`src/rtl/cdb_writeback_arbiter.sv`:
```
// Writeback stage: per-FU result FIFOs, round-robin arbitrated onto registered CDB ports.
// Flush drops all buffered and in-flight results; rr pointer and stall counter survive it.
module cdb_writeback_arbiter #(
    parameter int unsigned NUM_FU         = 5,
    parameter int unsigned NUM_CDB        = 2,
    parameter int unsigned DEPTH          = 2,
    parameter int unsigned ROB_ADDR_WIDTH = 5,
    parameter int unsigned PHYS_REG_BITS  = 6,
    parameter int unsigned ARCH_REG_BITS  = 5,
    localparam int unsigned SRC_W         = $clog2(NUM_FU)
) (
    input  logic                              clk,
    input  logic                              rst,
    input  logic                              flush,
    input  logic [NUM_FU-1:0]                 fu_valid,
    output logic [NUM_FU-1:0]                 fu_ready,
    input  logic [NUM_FU*ROB_ADDR_WIDTH-1:0]  fu_rob_idx,
    input  logic [NUM_FU*PHYS_REG_BITS-1:0]   fu_pd,
    input  logic [NUM_FU*ARCH_REG_BITS-1:0]   fu_rd,
    input  logic [NUM_FU*32-1:0]              fu_rd_v,
    output logic [NUM_CDB-1:0]                cdb_valid,
    output logic [NUM_CDB*ROB_ADDR_WIDTH-1:0] cdb_rob_idx,
    output logic [NUM_CDB*PHYS_REG_BITS-1:0]  cdb_pd,
    output logic [NUM_CDB*ARCH_REG_BITS-1:0]  cdb_rd,
    output logic [NUM_CDB*32-1:0]             cdb_rd_v,
    output logic [NUM_CDB*SRC_W-1:0]          cdb_src,
    output logic [31:0]                       stall_cnt
);
    localparam int unsigned PtrW = $clog2(DEPTH);
    localparam int unsigned CntW = PtrW + 1;
    localparam int unsigned EntW = ROB_ADDR_WIDTH + PHYS_REG_BITS + ARCH_REG_BITS + 32;

    logic [EntW-1:0]    mem_q     [NUM_FU][DEPTH];
    logic [PtrW-1:0]    wr_ptr_q  [NUM_FU];
    logic [PtrW-1:0]    rd_ptr_q  [NUM_FU];
    logic [CntW-1:0]    count_q   [NUM_FU];
    logic [SRC_W-1:0]   rr_ptr_q, rr_ptr_d;
    logic [31:0]        stall_cnt_q;
    logic [NUM_CDB-1:0] cdb_valid_q;
    logic [EntW-1:0]    cdb_ent_q [NUM_CDB];
    logic [SRC_W-1:0]   cdb_src_q [NUM_CDB];

    logic [NUM_FU-1:0]  nonempty, grant, push;
    logic [EntW-1:0]    fu_ent    [NUM_FU];
    logic [NUM_CDB-1:0] port_valid;
    logic [SRC_W-1:0]   port_ch   [NUM_CDB];
    logic               stall_evt;

    // Ready comes from the registered count only: a full FIFO stays not-ready while it pops.
    always_comb begin
        for (int i = 0; i < NUM_FU; i++) begin
            fu_ent[i]   = {fu_rob_idx[i*ROB_ADDR_WIDTH +: ROB_ADDR_WIDTH],
                           fu_pd[i*PHYS_REG_BITS +: PHYS_REG_BITS],
                           fu_rd[i*ARCH_REG_BITS +: ARCH_REG_BITS],
                           fu_rd_v[i*32 +: 32]};
            nonempty[i] = (count_q[i] != '0);
            fu_ready[i] = (count_q[i] != CntW'(DEPTH)) && !rst;
            push[i]     = fu_valid[i] && fu_ready[i] && !flush;
        end
    end

    always_comb begin
        int unsigned ch;
        int unsigned ngrant;
        ch         = 0;
        ngrant     = 0;
        grant      = '0;
        port_valid = '0;
        rr_ptr_d   = rr_ptr_q;
        for (int j = 0; j < NUM_CDB; j++) begin
            port_ch[j] = '0;
        end
        for (int unsigned k = 0; k < NUM_FU; k++) begin
            ch = 32'(rr_ptr_q) + k;
            if (ch >= NUM_FU) begin
                ch = ch - NUM_FU;
            end
            if (!flush && nonempty[ch] && (ngrant < NUM_CDB)) begin
                grant[ch] = 1'b1;
                for (int j = 0; j < NUM_CDB; j++) begin
                    if (32'(j) == ngrant) begin
                        port_valid[j] = 1'b1;
                        port_ch[j]    = SRC_W'(ch);
                    end
                end
                rr_ptr_d = (ch == NUM_FU - 1) ? '0 : SRC_W'(ch + 1);
                ngrant   = ngrant + 1;
            end
        end
        stall_evt = !flush && |(nonempty & ~grant);
    end

    always_ff @(posedge clk) begin
        for (int i = 0; i < NUM_FU; i++) begin
            if (push[i]) begin
                mem_q[i][wr_ptr_q[i]] <= fu_ent[i];
            end
        end
    end

    always_ff @(posedge clk) begin
        if (rst) begin
            for (int i = 0; i < NUM_FU; i++) begin
                wr_ptr_q[i] <= '0;
                rd_ptr_q[i] <= '0;
                count_q[i]  <= '0;
            end
            rr_ptr_q    <= '0;
            stall_cnt_q <= '0;
            cdb_valid_q <= '0;
            for (int j = 0; j < NUM_CDB; j++) begin
                cdb_ent_q[j] <= '0;
                cdb_src_q[j] <= '0;
            end
        end else begin
            rr_ptr_q <= rr_ptr_d;
            if (stall_evt && (stall_cnt_q != '1)) begin
                stall_cnt_q <= stall_cnt_q + 32'd1;
            end
            for (int i = 0; i < NUM_FU; i++) begin
                if (flush) begin
                    wr_ptr_q[i] <= '0;
                    rd_ptr_q[i] <= '0;
                    count_q[i]  <= '0;
                end else begin
                    if (push[i]) begin
                        wr_ptr_q[i] <= wr_ptr_q[i] + PtrW'(1);
                    end
                    if (grant[i]) begin
                        rd_ptr_q[i] <= rd_ptr_q[i] + PtrW'(1);
                    end
                    if (push[i] && !grant[i]) begin
                        count_q[i] <= count_q[i] + CntW'(1);
                    end else if (!push[i] && grant[i]) begin
                        count_q[i] <= count_q[i] - CntW'(1);
                    end
                end
            end
            for (int j = 0; j < NUM_CDB; j++) begin
                if (port_valid[j]) begin
                    cdb_valid_q[j] <= 1'b1;
                    cdb_ent_q[j]   <= mem_q[port_ch[j]][rd_ptr_q[port_ch[j]]];
                    cdb_src_q[j]   <= port_ch[j];
                end else begin
                    cdb_valid_q[j] <= 1'b0;
                    cdb_ent_q[j]   <= '0;
                    cdb_src_q[j]   <= '0;
                end
            end
        end
    end

    always_comb begin
        for (int j = 0; j < NUM_CDB; j++) begin
            cdb_valid[j] = cdb_valid_q[j] && !flush;
            cdb_rob_idx[j*ROB_ADDR_WIDTH +: ROB_ADDR_WIDTH] =
                cdb_ent_q[j][EntW-1 -: ROB_ADDR_WIDTH];
            cdb_pd[j*PHYS_REG_BITS +: PHYS_REG_BITS] =
                cdb_ent_q[j][EntW-ROB_ADDR_WIDTH-1 -: PHYS_REG_BITS];
            cdb_rd[j*ARCH_REG_BITS +: ARCH_REG_BITS] = cdb_ent_q[j][32 +: ARCH_REG_BITS];
            cdb_rd_v[j*32 +: 32]           = cdb_ent_q[j][31:0];
            cdb_src[j*SRC_W +: SRC_W]      = cdb_src_q[j];
        end
    end

    assign stall_cnt = stall_cnt_q;

endmodule

```
`config.mk`:
```
export PLATFORM = sky130hd
export DESIGN_NAME = cdb_writeback_arbiter
export DESIGN_NICKNAME = d
export VERILOG_FILES = /design/src/rtl/cdb_writeback_arbiter.sv
export SDC_FILE = /design/constraint.sdc
export NUM_CORES = 1
export LEC_CHECK = 0
export BUFFER_PORTS_ARGS = -buffer_cell sky130_fd_sc_hd__buf_2
export CORE_MARGIN = 2
export CORE_UTILIZATION = 45
export DETAILED_ROUTE_END_ITERATION = 10
export PLACE_DENSITY_LB_ADDON = 0.08
export SETUP_SLACK_MARGIN = 0.1
export SLEW_MARGIN = 20
export SYNTH_ARGS = -nofsm -noshare
export SYNTH_HDL_FRONTEND = slang
export SYNTH_SLANG_ARGS = --single-unit
```
`constraint.sdc`:
```
create_clock -name clk -period 8.19 [get_ports clk]
set_clock_uncertainty 0.2 [all_clocks]
set_input_delay 1.2285 -clock clk [delete_from_list [all_inputs] [get_ports clk]]
set_output_delay 1.2285 -clock clk [all_outputs]
set_load 0.05 [all_outputs]
```
* Word-level counts from Yosys, hierarchy flattened
Memory sizes are Yosys's and may differ from the RTL's. Index checks and enable logic that the tools add are counted.
Word-level totals: bits in registers 37, RAM bits 602, input bits 248, output and inout bits 141, logic and storage cells 456, memories kept 6
Memories:
- mem_q | words 5, width 96, rd ports 2, clocked after Yosys merged registers in 0, write ports 5, line 33 | logic [EntW-1:0] mem_q [NUM_FU][DEPTH];
- cdb_ent_q | words 2, width 48, rd ports 2, clocked after Yosys merged registers in 0, write ports 2, line 40 | logic [EntW-1:0] cdb_ent_q [NUM_CDB];
- count_q | words 5, width 2, rd ports 5, clocked after Yosys merged registers in 0, write ports 5, line 36 | logic [CntW-1:0] count_q [NUM_FU];
- cdb_src_q | words 2, width 3, rd ports 2, clocked after Yosys merged registers in 0, write ports 2, line 41 | logic [SRC_W-1:0] cdb_src_q [NUM_CDB];
- rd_ptr_q | words 5, width 1, rd ports 7, clocked after Yosys merged registers in 0, write ports 5, line 35 | logic [PtrW-1:0] rd_ptr_q [NUM_FU];
- wr_ptr_q | words 5, width 1, rd ports 5, clocked after Yosys merged registers in 0, write ports 5, line 34 | logic [PtrW-1:0] wr_ptr_q [NUM_FU];
Cells by class: $add $sub $neg 38, $lt $le $gt $ge 31, eq/ne operators 15, muxes and demuxes 236, bitwise operators 56, reduce and logical (&&, ||, !) cells 71
Operator list (number):
- 48-bit two-way mux | 15
- 96-bit two-way mux | 5
- 32-bit two-way mux | 8
- 48-bit demux with 1-bit select | 5
- 32-bit by 3-bit == test with 1-bit output, second input constant | 5
- 32-bit by 1-bit greater-or-equal comparator with 1-bit output, second input constant | 5
- 32-bit by 4-bit < comparator with 1-bit output, second input constant | 5
- 1-bit two-way mux | 142
- 32-bit by 1-bit adder with 32-bit output, second input constant | 4
- 1-bit by 32-bit == test with 1-bit output, first input constant | 4
- 32-bit logical NOT | 4
- 32-bit by 2-bit < comparator with 1-bit output, second input constant | 4
- 3-bit two-way mux | 23
- 1-bit logical AND | 48
- 1-bit OR | 43
- 2-bit two-way mux | 19
- 32-bit inequality test, second input constant | 1
- 5-bit two-way mux | 5
- 6-bit two-way mux | 4
- 5-bit OR | 4
- 4-bit by 3-bit subtractor with 5-bit output, second input constant | 4
- 4-bit by 3-bit greater-or-equal comparator with 1-bit output, second input constant | 4
- 3-bit by 1-bit adder with 3-bit output, second input constant | 5
- 1-bit binary-select mux with 3-bit select | 5
- other kinds (19) | 76

* Logic depth before layout (Yosys ltp)
Gate-level depths: netlist of run 1.
word-level depth 26, depth in mapped cells 35, mapped depth without buffers 29

* Least setup slack after synthesis of run 1
No wires, ideal clock.
path type register to register, start register rr_ptr_q[0], end memory cdb_ent_q[1][28] (netlist bit), library setup time 134 ps, arrival time 7197 ps, required time 7856 ps, slack 658 ps, stages on the path, launching flop included 33, buffers on the path 6, cells stage by stage dfxtp_1 > buf_2 > inv_1 > ha_1 > inv_1 > ha_1 > a21oi_1 > xnor2_1 > mux2i_1 > or3_1 > nand2_1 > inv_1 > ha_1 > nor2_1 > o31ai_1 > a221oi_2 > buf_2 > buf_1 > fa_1 > ha_1 > nor2b_1 > nand2_1 > a2111o_1 > or4_1 > o21a_1 > buf_2 > o211ai_1 > o21ai_1 > a21oi_1 > and2_1 > clkbuf_1 > buf_2 > a211oi_1
RTL lines:
- start: declaration | line 37 | logic [SRC_W-1:0] rr_ptr_q, rr_ptr_d;
- start signal: assignment | line 116 | rr_ptr_q <= rr_ptr_d;
- end: declaration | line 40

==> results by group, run 1 <==
Synthesis
  • Ys Warns: 0
  • Ys async rst share: 0%
  • Mapped Cells: 2,560
  • Top cells by area, synth: edfxtp_1, mux2i_1, dfxtp_1
  • Post-synth EDFFs: 551
  • Synthesized cell area: 31,300 µm²
  • Register bit total from synthesis: 639
  • Synth area leader: edfxtp_1
  • Mean Syn Cell Area: 12.2 µm²
  • Synth top area share: 52.8%
  • Post-synthesis cell type count: 91
  • Synth Flop Type: edfxtp_1
  • Part of the Yosys area used for sequential elements: 58.4%

STA
  • Slew at the pin closest to its max-slew limit: 1100 ps
  • Max Slew Vio Count: 0
  • Setup TNS: 0 ps
  • Final hold vios: 0
  • Max-slew headroom: 26.9%
  • Crit share post-route: 93.1%
  • Fmax: 131 MHz
  • Min cycle time layout: 7630 ps
  • RSZ-0062 raised after global routing: yes
  • Worst hold slack: 315 ps
  • # setup viols final: 0

Critical path
  • Critical Path RT: 8470 ps
  • Crit start category: flip-flop
  • Max incr delay on CP: 600 ps
  • Setup crit end kind: flip-flop
  • Setup Crit Path Kind: flip-flop to flip-flop
  • Crit Path Max Fanout: 48
  • Slowest CP cell: fa_1
  • Reg2Reg Setup Slack: 560 ps
  • CP arrival: 7910 ps

Clock network
  • CTS Hold Bufs: 0
  • CTS H-Tree Depth: 3
  • Post_cts resized: 0
  • Root Buffer: clkbuf_16
  • Maximum clock insertion buffer count: 3
  • Clock Pin Slew Worst Setup and Hold Paths: 60 ps
  • Clk_lat worst skew: 620 ps
  • Postcts setup bufs: 0
  • Clock sink count: 639
  • Num CTS Buffers: 71
  • CTS tree: done

Worst hold path
  • HP Class: flip-flop to flip-flop

Routing
  • Final wirelength: 105,000 µm
  • Vias/cell: 6.03
  • Routed via count: 23,900
  • Per-cell routed wire length: 26.6 µm
  • Post-DRT Antenna Nets: 0
  • Iter 0 DRT Violations: 2,226
  • Drc violations: 0
  • DRT Pass-1 Iters: 5

Layout
  • Layout cells sized above 1: 25.8%
  • NumNets Final: 3,235
  • FILL cells: 5,835
  • Final instance area: 37,200 µm²
  • Area Overhead vs Synth: 18.6%

Place
  • Placed inst area: 34,700 µm²
  • PortBufs: 388
  • Final HPWL from detailed placement: 66,100 µm
  • GP Congestion: 0.918

Floorplanning
  • Initial core utilization: 45.6%
  • I/O pins: 389
  • Cell Rows: 96
  • DIE AREA: 71,700 µm²
  • Die Wd: 268 µm
  • Core region area: 68,700 µm²
  • Die H: 268 µm

GRT
  • Vias in the first global route: 23,800
  • Initial antenna violation count: 36
  • Aggregate global routing overflow: 0
  • GRT Total Usage: 28.9%
  • First-pass GRT wire length: 153,000 µm
  • Pin count of the biggest net entering global routing: 98

Outcome
  • Outcome: finished clean

Job
  • MaxCap Viol Count: 0
-- Yosys cell counts, types with 15 or more instances --
master / instances
nor2b_1: 27
dfxtp_1: 88
and2_1: 66
ha_1: 40
a31oi_1: 100
nor2_1: 155
mux2i_1: 201
nand2_1: 256
a211oi_1: 160
nand3_1: 39
mux2_2: 151
and3_1: 16
inv_1: 44
clkbuf_1: 117
o221ai_1: 98
o22ai_1: 51
buf_2: 61
nor3_1: 44
edfxtp_1: 551
o21ai_0: 15
a21oi_1: 53
-- final timing paths --
| check | from | endpoint | cells past startpoint |
|---|---|---|---|
| worst max-delay path | rr_ptr_q[1] | cdb_ent_q[1][27] | 28 |
| worst min-delay path | stall_cnt[14] | stall_cnt[14] | 2 |
| worst max register to register | rr_ptr_q[1] | cdb_ent_q[1][27] | 28 |
| worst min register to register | stall_cnt[14] | stall_cnt[14] | 2 |
-- registers in the layout (all words and copies together) (netlist names) --
signal       flops
cdb_ent_q       96
cdb_src_q        6
cdb_valid_q      2
count_q         10
mem_q          480
rd_ptr_q         5
rr_ptr_q         3
stall_cnt       32
wr_ptr_q         5
-- placed cells by master, fill, tap and decap left out, types with 63 or more instances in the layout --
cell type  Yosys  routed
mux2_2       151     151
edfxtp_1     551     551
a31oi_1      100     100
nor2_1       155     154
nand2_1      256     255
buf_2         61     388
o221ai_1      98      97
dfxtp_1       88      88
clkbuf_16      0      73
mux2i_1      201     201
a211oi_1     160     160
and2_1        66      63
-- worst max-delay path: cells and delay by family (launching register included) --
family                     cells  cell delay [ps]
AOI/OAI and AO/OA             13             3260
DFF                            1              560
adders and majority gates      4             1360
and+or+nand+nor                6             1080
buffers and inverters          5             1010
-- cell families (layout without fill, tap and decap cells) --
logic type | Yosys count | in the layout | share of synthesized area, %
buffers and inverters | 242 | 635 | 3.26
AO/OA/AOI/OAI | 589 | 589 | 14.0
other | 1 | 72 | 0.0120
flip-flops | 639 | 639 | 58.4
adder cells (fa/ha/maj) | 42 | 42 | 1.73
multiplexers | 361 | 361 | 12.2
XOR/XNOR | 13 | 13 | 0.363
AND/OR/NAND/NOR | 673 | 673 | 10.0
-- cell type report --
| type | instances | area, µm² | share of cell area [%] |
|---|---|---|---|
| sequential | 639 | 18300 | 49.3 |
| multi-input combinational | 1729 | 12400 | 33.3 |
| timing repair buffer | 456 | 2660 | 7.15 |
| clock buffer | 91 | 1940 | 5.23 |
| tap | 931 | 1160 | 3.13 |
| clock inverter | 40 | 494 | 1.33 |
| inverter | 48 | 180 | 0.485 |
| antenna | 21 | 52.6 | 0.141 |
-- per-layer routing --
| metal | up-vias | routed length (µm) | track usage, % | part of all wire [%] |
|---|---|---|---|---|
| li1 | 10700 | - | - | - |
| met1 | 12000 | 43200 | 38.0 | 41 |
| met2 | 1001 | 50700 | 47.2 | 48 |
| met3 | 202 | 8240 | 6.31 | 7.8 |
| met4 | 28 | 2920 | 10.6 | 2.8 |
| met5 | - | 159 | 0 | 0.15 |
-- through the flow --
step                      std cells  setup WS [ps]  utilization (%)
final                          3955            561             54.1
after global routing           3950           96.5             54.1
after CTS                      3934            392             54.0
after detailed placement       3803            414             50.4
after global placement         3803            662             50.4
after floorplan                2610            658                -
Power of run 1 is not shown: default switching activity piles up to over one toggle a cycle in this logic, so the estimate is an artifact.
==> run 2, diff against run 1 <==
--- a/config.mk
+++ b/config.mk
@@ -6,10 +6,12 @@
 export NUM_CORES = 1
 export LEC_CHECK = 0
 export BUFFER_PORTS_ARGS = -buffer_cell sky130_fd_sc_hd__buf_2
+export CAP_MARGIN = 10
 export CORE_MARGIN = 2
 export CORE_UTILIZATION = 45
 export DETAILED_ROUTE_END_ITERATION = 10
 export PLACE_DENSITY_LB_ADDON = 0.08
+export REMOVE_ABC_BUFFERS = 1
 export SETUP_SLACK_MARGIN = 0.1
 export SLEW_MARGIN = 20
 export SYNTH_ARGS = -nofsm -noshare
==> results by group, run 2 (synthesis gave the netlist of run 1 again) <==
Layout
  • NumNets Final: 3,242 (+0.22%)
  • Max FFs per register: 480 (unchanged)
  • Final cell count without fillers: 3,958 (+0.076%)
  • Final instance area: 37,100 µm² (about the same)
  • Commonest cells after routing, fill and taps aside: edfxtp_1, buf_2, nand2_1, mux2i_1, a211oi_1
  • Area Overhead vs Synth: 18.5% (about the same)
  • Layout cells sized above 1: 25.9% (+0.073 points)
  • Most common cell after layout, fill and taps aside: edfxtp_1

Clock network
  • Clock Pin Slew Worst Setup and Hold Paths: 60 ps (about the same)
  • Root Buffer: clkbuf_16
  • Clock sink count: 639 (unchanged)
  • Clk_lat worst skew: 620 ps (about the same)
  • CTS H-Tree Depth: 3 (unchanged)
  • CTS tree: done
  • Num CTS Buffers: 72 (+1.4%)
  • CTS Hold Bufs: 0 (unchanged)
  • Maximum clock insertion buffer count: 3 (unchanged)

STA
  • Worst hold slack: 301 ps (-13.6 ps)
  • Min cycle time layout: 7640 ps (+12.5 ps)
  • Crit share post-route: 93.3% (+0.15 points)
  • Smallest setup slack after layout: 549 ps (-12.5 ps)
  • Slew at the pin closest to its max-slew limit: 1170 ps (+74.4 ps)
  • Fmax: 131 MHz (-0.16%)
  • Max-slew headroom: 21.9% (-5.0 points)
  • RSZ-0062 raised after global routing: no
  • Final hold vios: 0 (unchanged)
  • # setup viols final: 0 (unchanged)
  • Max Slew Vio Count: 0 (unchanged)

Place
  • Placed cells: 3,807 (+0.11%)
  • GP Congestion: 0.917 (about the same)
  • Placed inst area: 34,700 µm² (+0.12%)
  • Final HPWL from detailed placement: 66,500 µm (+0.61%)
  • PortBufs: 388 (unchanged)
  • Dpl ws: 593 ps (+180 ps)

Floorplanning
  • Die H: 268 µm (unchanged)
  • I/O pins: 389 (unchanged)
  • DIE AREA: 71,700 µm² (unchanged)
  • Die Wd: 268 µm (unchanged)
  • Core region area: 68,700 µm² (unchanged)
  • Initial core utilization: 45.6% (unchanged)
  • Cell Rows: 96 (unchanged)

Critical path
  • Critical path's top delay family: compound AO/OA/AOI/OAI gates
  • Buffers and inverters on the worst path: 6 (+1)
  • Slowest CP cell: fa_1
  • Setup crit end kind: flip-flop
  • CP arrival: 7880 ps (-30 ps)
  • Crit start category: flip-flop
  • Max incr delay on CP: 570 ps (-30 ps)
  • Crit Path Max Fanout: 59 (+23%)
  • Critical Path RT: 8430 ps (-40 ps)
  • Setup Crit Path Kind: flip-flop to flip-flop

Routing
  • Vias/cell: 6.04 (+0.14%)
  • Iter 0 DRT Violations: 2,269 (+1.9%)
  • Routed via count: 23,900 (+0.22%)
  • Per-cell routed wire length: 26.8 µm (+0.65%)
  • DRT Pass-1 Iters: 6 (+1)
  • Post-DRT Antenna Nets: 0 (unchanged)
  • Drc violations: 0 (unchanged)
  • Final wirelength: 106,000 µm (+0.73%)

GRT
  • GRT Total Usage: 29.1% (+0.19 points)
  • Aggregate global routing overflow: 0 (unchanged)
  • Pin count of the biggest net entering global routing: 78 (-20%)
  • First-pass GRT wire length: 154,000 µm (+0.66%)
  • Initial antenna violation count: 23 (-36%)
  • Vias in the first global route: 24,400 (+2.6%)

Job
  • MaxCap Viol Count: 0 (unchanged)

Outcome
  • Outcome: finished clean

Worst hold path
  • HP Class: flip-flop to flip-flop
==> run 2: cell types whose count changed in the layout (fill, tap and decap cells not counted), moves of 2 or more <==
| cell | delta |
|---|---|
| diode_2 | -4 |
| buf_4 | +5 |
| clkbuf_1 | +4 |
| clkinv_2 | -2 |
| clkbuf_16 | +3 |
| bufinv_16 | -6 |
| clkbuf_8 | +2 |
==> run 2: cell type report <==
class                      instances  area (µm²)
antenna                           17        42.5
clock buffer                     100        2060
clock inverter                    32         304
fill                            5965       31600
inverter                          48         180
multi-input combinational       1729       12400
sequential                       639       18300
tap                              931        1160
timing repair buffer             462        2710
==> run 2: worst paths after layout <==
path,cells after the start,from,slack (ps),endpoint
max,30,rr_ptr_q[0],550,cdb_ent_q[1][2]
min,2,stall_cnt[6],300,stall_cnt[6]
max reg2reg,30,rr_ptr_q[0],550,cdb_ent_q[1][2]
min reg2reg,2,stall_cnt[6],300,stall_cnt[6]
==> run 2: timing repair <==
item / 4_1_cts / 5_1_grt
gates resized for setup: 0 / 3
hold endpoints to repair: 0 / 0
setup endpoints to repair: 0 / 96
setup buffers: 0 / 2
==> run 2: layer usage <==
layer,global-route usage (%),share of wire [%],vias to the layer above
met1,37.1,41,11900
li1,-,-,10700
met3,6.62,8.3,267
met4,12.7,3.9,20
met2,47.7,47,1047
met5,0,0.12,-
==> run 2: worst min-delay path, cell delays in order (launching register included) <==
cell and delay (ps):
dfxtp_1 330, o41ai_1 70, a21oi_1 60
==> run 2: metrics by stage <==
step	util (%)	TNS, ps
floorplan	-	-785720
global placement	50.5	0
detailed placement	50.5	0
CTS	53.9	0
global route	54.0	0
finish	54.0	0
Power of run 2 is left out for the same reason.
==> run 3, diff against run 2 <==
--- a/config.mk
+++ b/config.mk
@@ -10,6 +10,7 @@
 export CORE_MARGIN = 2
 export CORE_UTILIZATION = 45
 export DETAILED_ROUTE_END_ITERATION = 10
+export GPL_ROUTABILITY_DRIVEN = 0
 export PLACE_DENSITY_LB_ADDON = 0.08
 export REMOVE_ABC_BUFFERS = 1
 export SETUP_SLACK_MARGIN = 0.1
==> constraint.sdc (replaced) <==
create_clock -name clk -period 6.9 [get_ports clk]
set_clock_uncertainty 0.2 [all_clocks]
set_input_delay 1.035 -clock clk [delete_from_list [all_inputs] [get_ports clk]]
set_output_delay 1.035 -clock clk [all_outputs]
set_load 0.05 [all_outputs]
==> results by group, run 3 (synthesis gave the netlist of run 1 again) <==
Outcome
  • Outcome: finished clean

STA
  • Max-slew headroom: 20.0% (-1.9 points)
  • Smallest setup slack after layout: 267 ps (-282 ps)
  • RSZ-0062 raised after global routing: yes
  • Crit share post-route: 96.1% (+2.8 points)
  • Slew at the pin closest to its max-slew limit: 1200 ps (+29.0 ps)
  • Worst hold slack: 303 ps (+1.37 ps)
  • Final hold vios: 0 (unchanged)
  • # setup viols final: 0 (unchanged)
  • Fmax: 151 MHz (+15%)
  • Min cycle time layout: 6630 ps (-1010 ps)
  • Max Slew Vio Count: 0 (unchanged)

Place
  • Dpl ws: -81.7 ps (-675 ps)
  • Final HPWL from detailed placement: 65,800 µm (-1.0%)
  • Placed inst area: 34,900 µm² (+0.63%)
  • Placed cells: 3,831 (+0.63%)
  • PortBufs: 388 (unchanged)

Job
  • MaxCap Viol Count: 0 (unchanged)

Clock network
  • Root Buffer: clkbuf_16
  • CTS tree: done
  • Clk_lat worst skew: 620 ps (about the same)
  • Clock Pin Slew Worst Setup and Hold Paths: 60 ps (about the same)
  • CTS H-Tree Depth: 3 (unchanged)
  • Maximum clock insertion buffer count: 3 (unchanged)
  • Num CTS Buffers: 72 (unchanged)
  • Clock sink count: 639 (unchanged)

Critical path
  • Slowest CP cell: fa_2
  • CP arrival: 6800 ps (-1080 ps)
  • Setup Crit Path Kind: flip-flop to flip-flop
  • Setup crit end kind: flip-flop
  • Crit start category: flip-flop
  • Cell mode on critical path: ha_1
  • Crit Path Max Fanout: 48 (-19%)
  • Critical Path RT: 7060 ps (-1370 ps)
  • Max incr delay on CP: 570 ps (about the same)

Layout
  • Commonest cells after routing, fill and taps aside: edfxtp_1, buf_2, nand2_1, mux2i_1, nor2_1
  • Area Overhead vs Synth: 20.5%
  • FILL cells: 5,960 (-0.084%)
  • Layout cells sized above 1: 27.7% (+1.8 points)
  • NumNets Final: 3,285 (+1.3%)
  • Final instance area: 37,800 µm² (+1.7%)
  • Most common cell after layout, fill and taps aside: edfxtp_1
  • Final cell count without fillers: 3,996 (+0.96%)
  • Max FFs per register: 480 (unchanged)

Routing
  • Vias/cell: 6.13 (+1.4%)
  • DRT Pass-1 Iters: 6 (unchanged)
  • Per-cell routed wire length: 27.0 µm (+0.86%)
  • Final wirelength: 108,000 µm (+1.8%)
  • Iter 0 DRT Violations: 2,562 (+13%)
  • Post-DRT Antenna Nets: 0 (unchanged)
  • Routed via count: 24,500 (+2.4%)
  • Drc violations: 0 (unchanged)

Worst hold path
  • HP Class: flip-flop to flip-flop

GRT
  • Pin count of the biggest net entering global routing: 71 (-9.0%)
  • Vias in the first global route: 24,200 (-0.78%)
  • First-pass GRT wire length: 153,000 µm (-1.0%)
  • GRT Total Usage: 28.9% (-0.24 points)
  • Initial antenna violation count: 31 (+35%)
  • Aggregate global routing overflow: 0 (unchanged)

Floorplanning
  • DIE AREA: 71,700 µm² (unchanged)
  • Core region area: 68,700 µm² (unchanged)
  • I/O pins: 389 (unchanged)
  • Die Wd: 268 µm (unchanged)
  • Initial core utilization: 45.6% (unchanged)
  • Die H: 268 µm (unchanged)
  • Cell Rows: 96 (unchanged)
## run 3: path summary, 6_finish.rpt
kind                  from  slack [ps]                to  depth (start not counted)
min          stall_cnt[11]         300     stall_cnt[11]                          2
max            rr_ptr_q[0]         270  cdb_ent_q[0][30]                         27
max reg2reg    rr_ptr_q[0]         270  cdb_ent_q[0][30]                         27
min reg2reg  stall_cnt[11]         300     stall_cnt[11]                          2
## run 3: metal layers
metal | vias to the layer above | part of all wire, % | track usage [%]
met5 | - | 0.20 | 0
met4 | 32 | 3.2 | 10.5
met3 | 258 | 9.9 | 7.21
met2 | 1298 | 47 | 47.5
met1 | 12100 | 40 | 37.0
li1 | 10800 | - | -
## run 3: through the flow
step	util [%]	setup TNS, ps
2_1_floorplan	-	-948770
3_3_place_gp	50.8	0
3_5_place_dp	50.8	-1360
4_1_cts	54.3	0
5_1_grt	54.9	-87.2
6_report	54.9	0
## run 3: critical path: cells and delay by family (launching register included)
family                   cells  cell delay, ps
AO/OA/AOI/OAI                7            1620
XOR/XNOR                     1             190
adder cells (fa/ha/maj)      5            1510
buffers and inverters        4             640
flip-flops                   1             310
multiplexers                 3             680
AND/OR/NAND/NOR              7            1220
## run 3: cell type report
type                            instances  area [µm²]  share of cell area (%)
Inverter                               48         180                   0.477
Multi-Input combinational cell       1729       12500                    33.1
Clock inverter                         24         218                   0.577
Clock buffer                          106        2090                    5.55
Timing Repair Buffer                  505        3270                    8.65
Sequential cell                       639       18300                    48.5
Tap cell                              931        1160                    3.09
Antenna cell                           14        35.0                  0.0928
## run 3: timing repair
item	CTS	global route
gates cloned	1	6
buffers inserted	1	13
hold buffers	0	0
setup endpoints to repair	96	97
gates resized for setup	4	35
pin swaps	1	5
Power of run 3 is left out for the same reason.
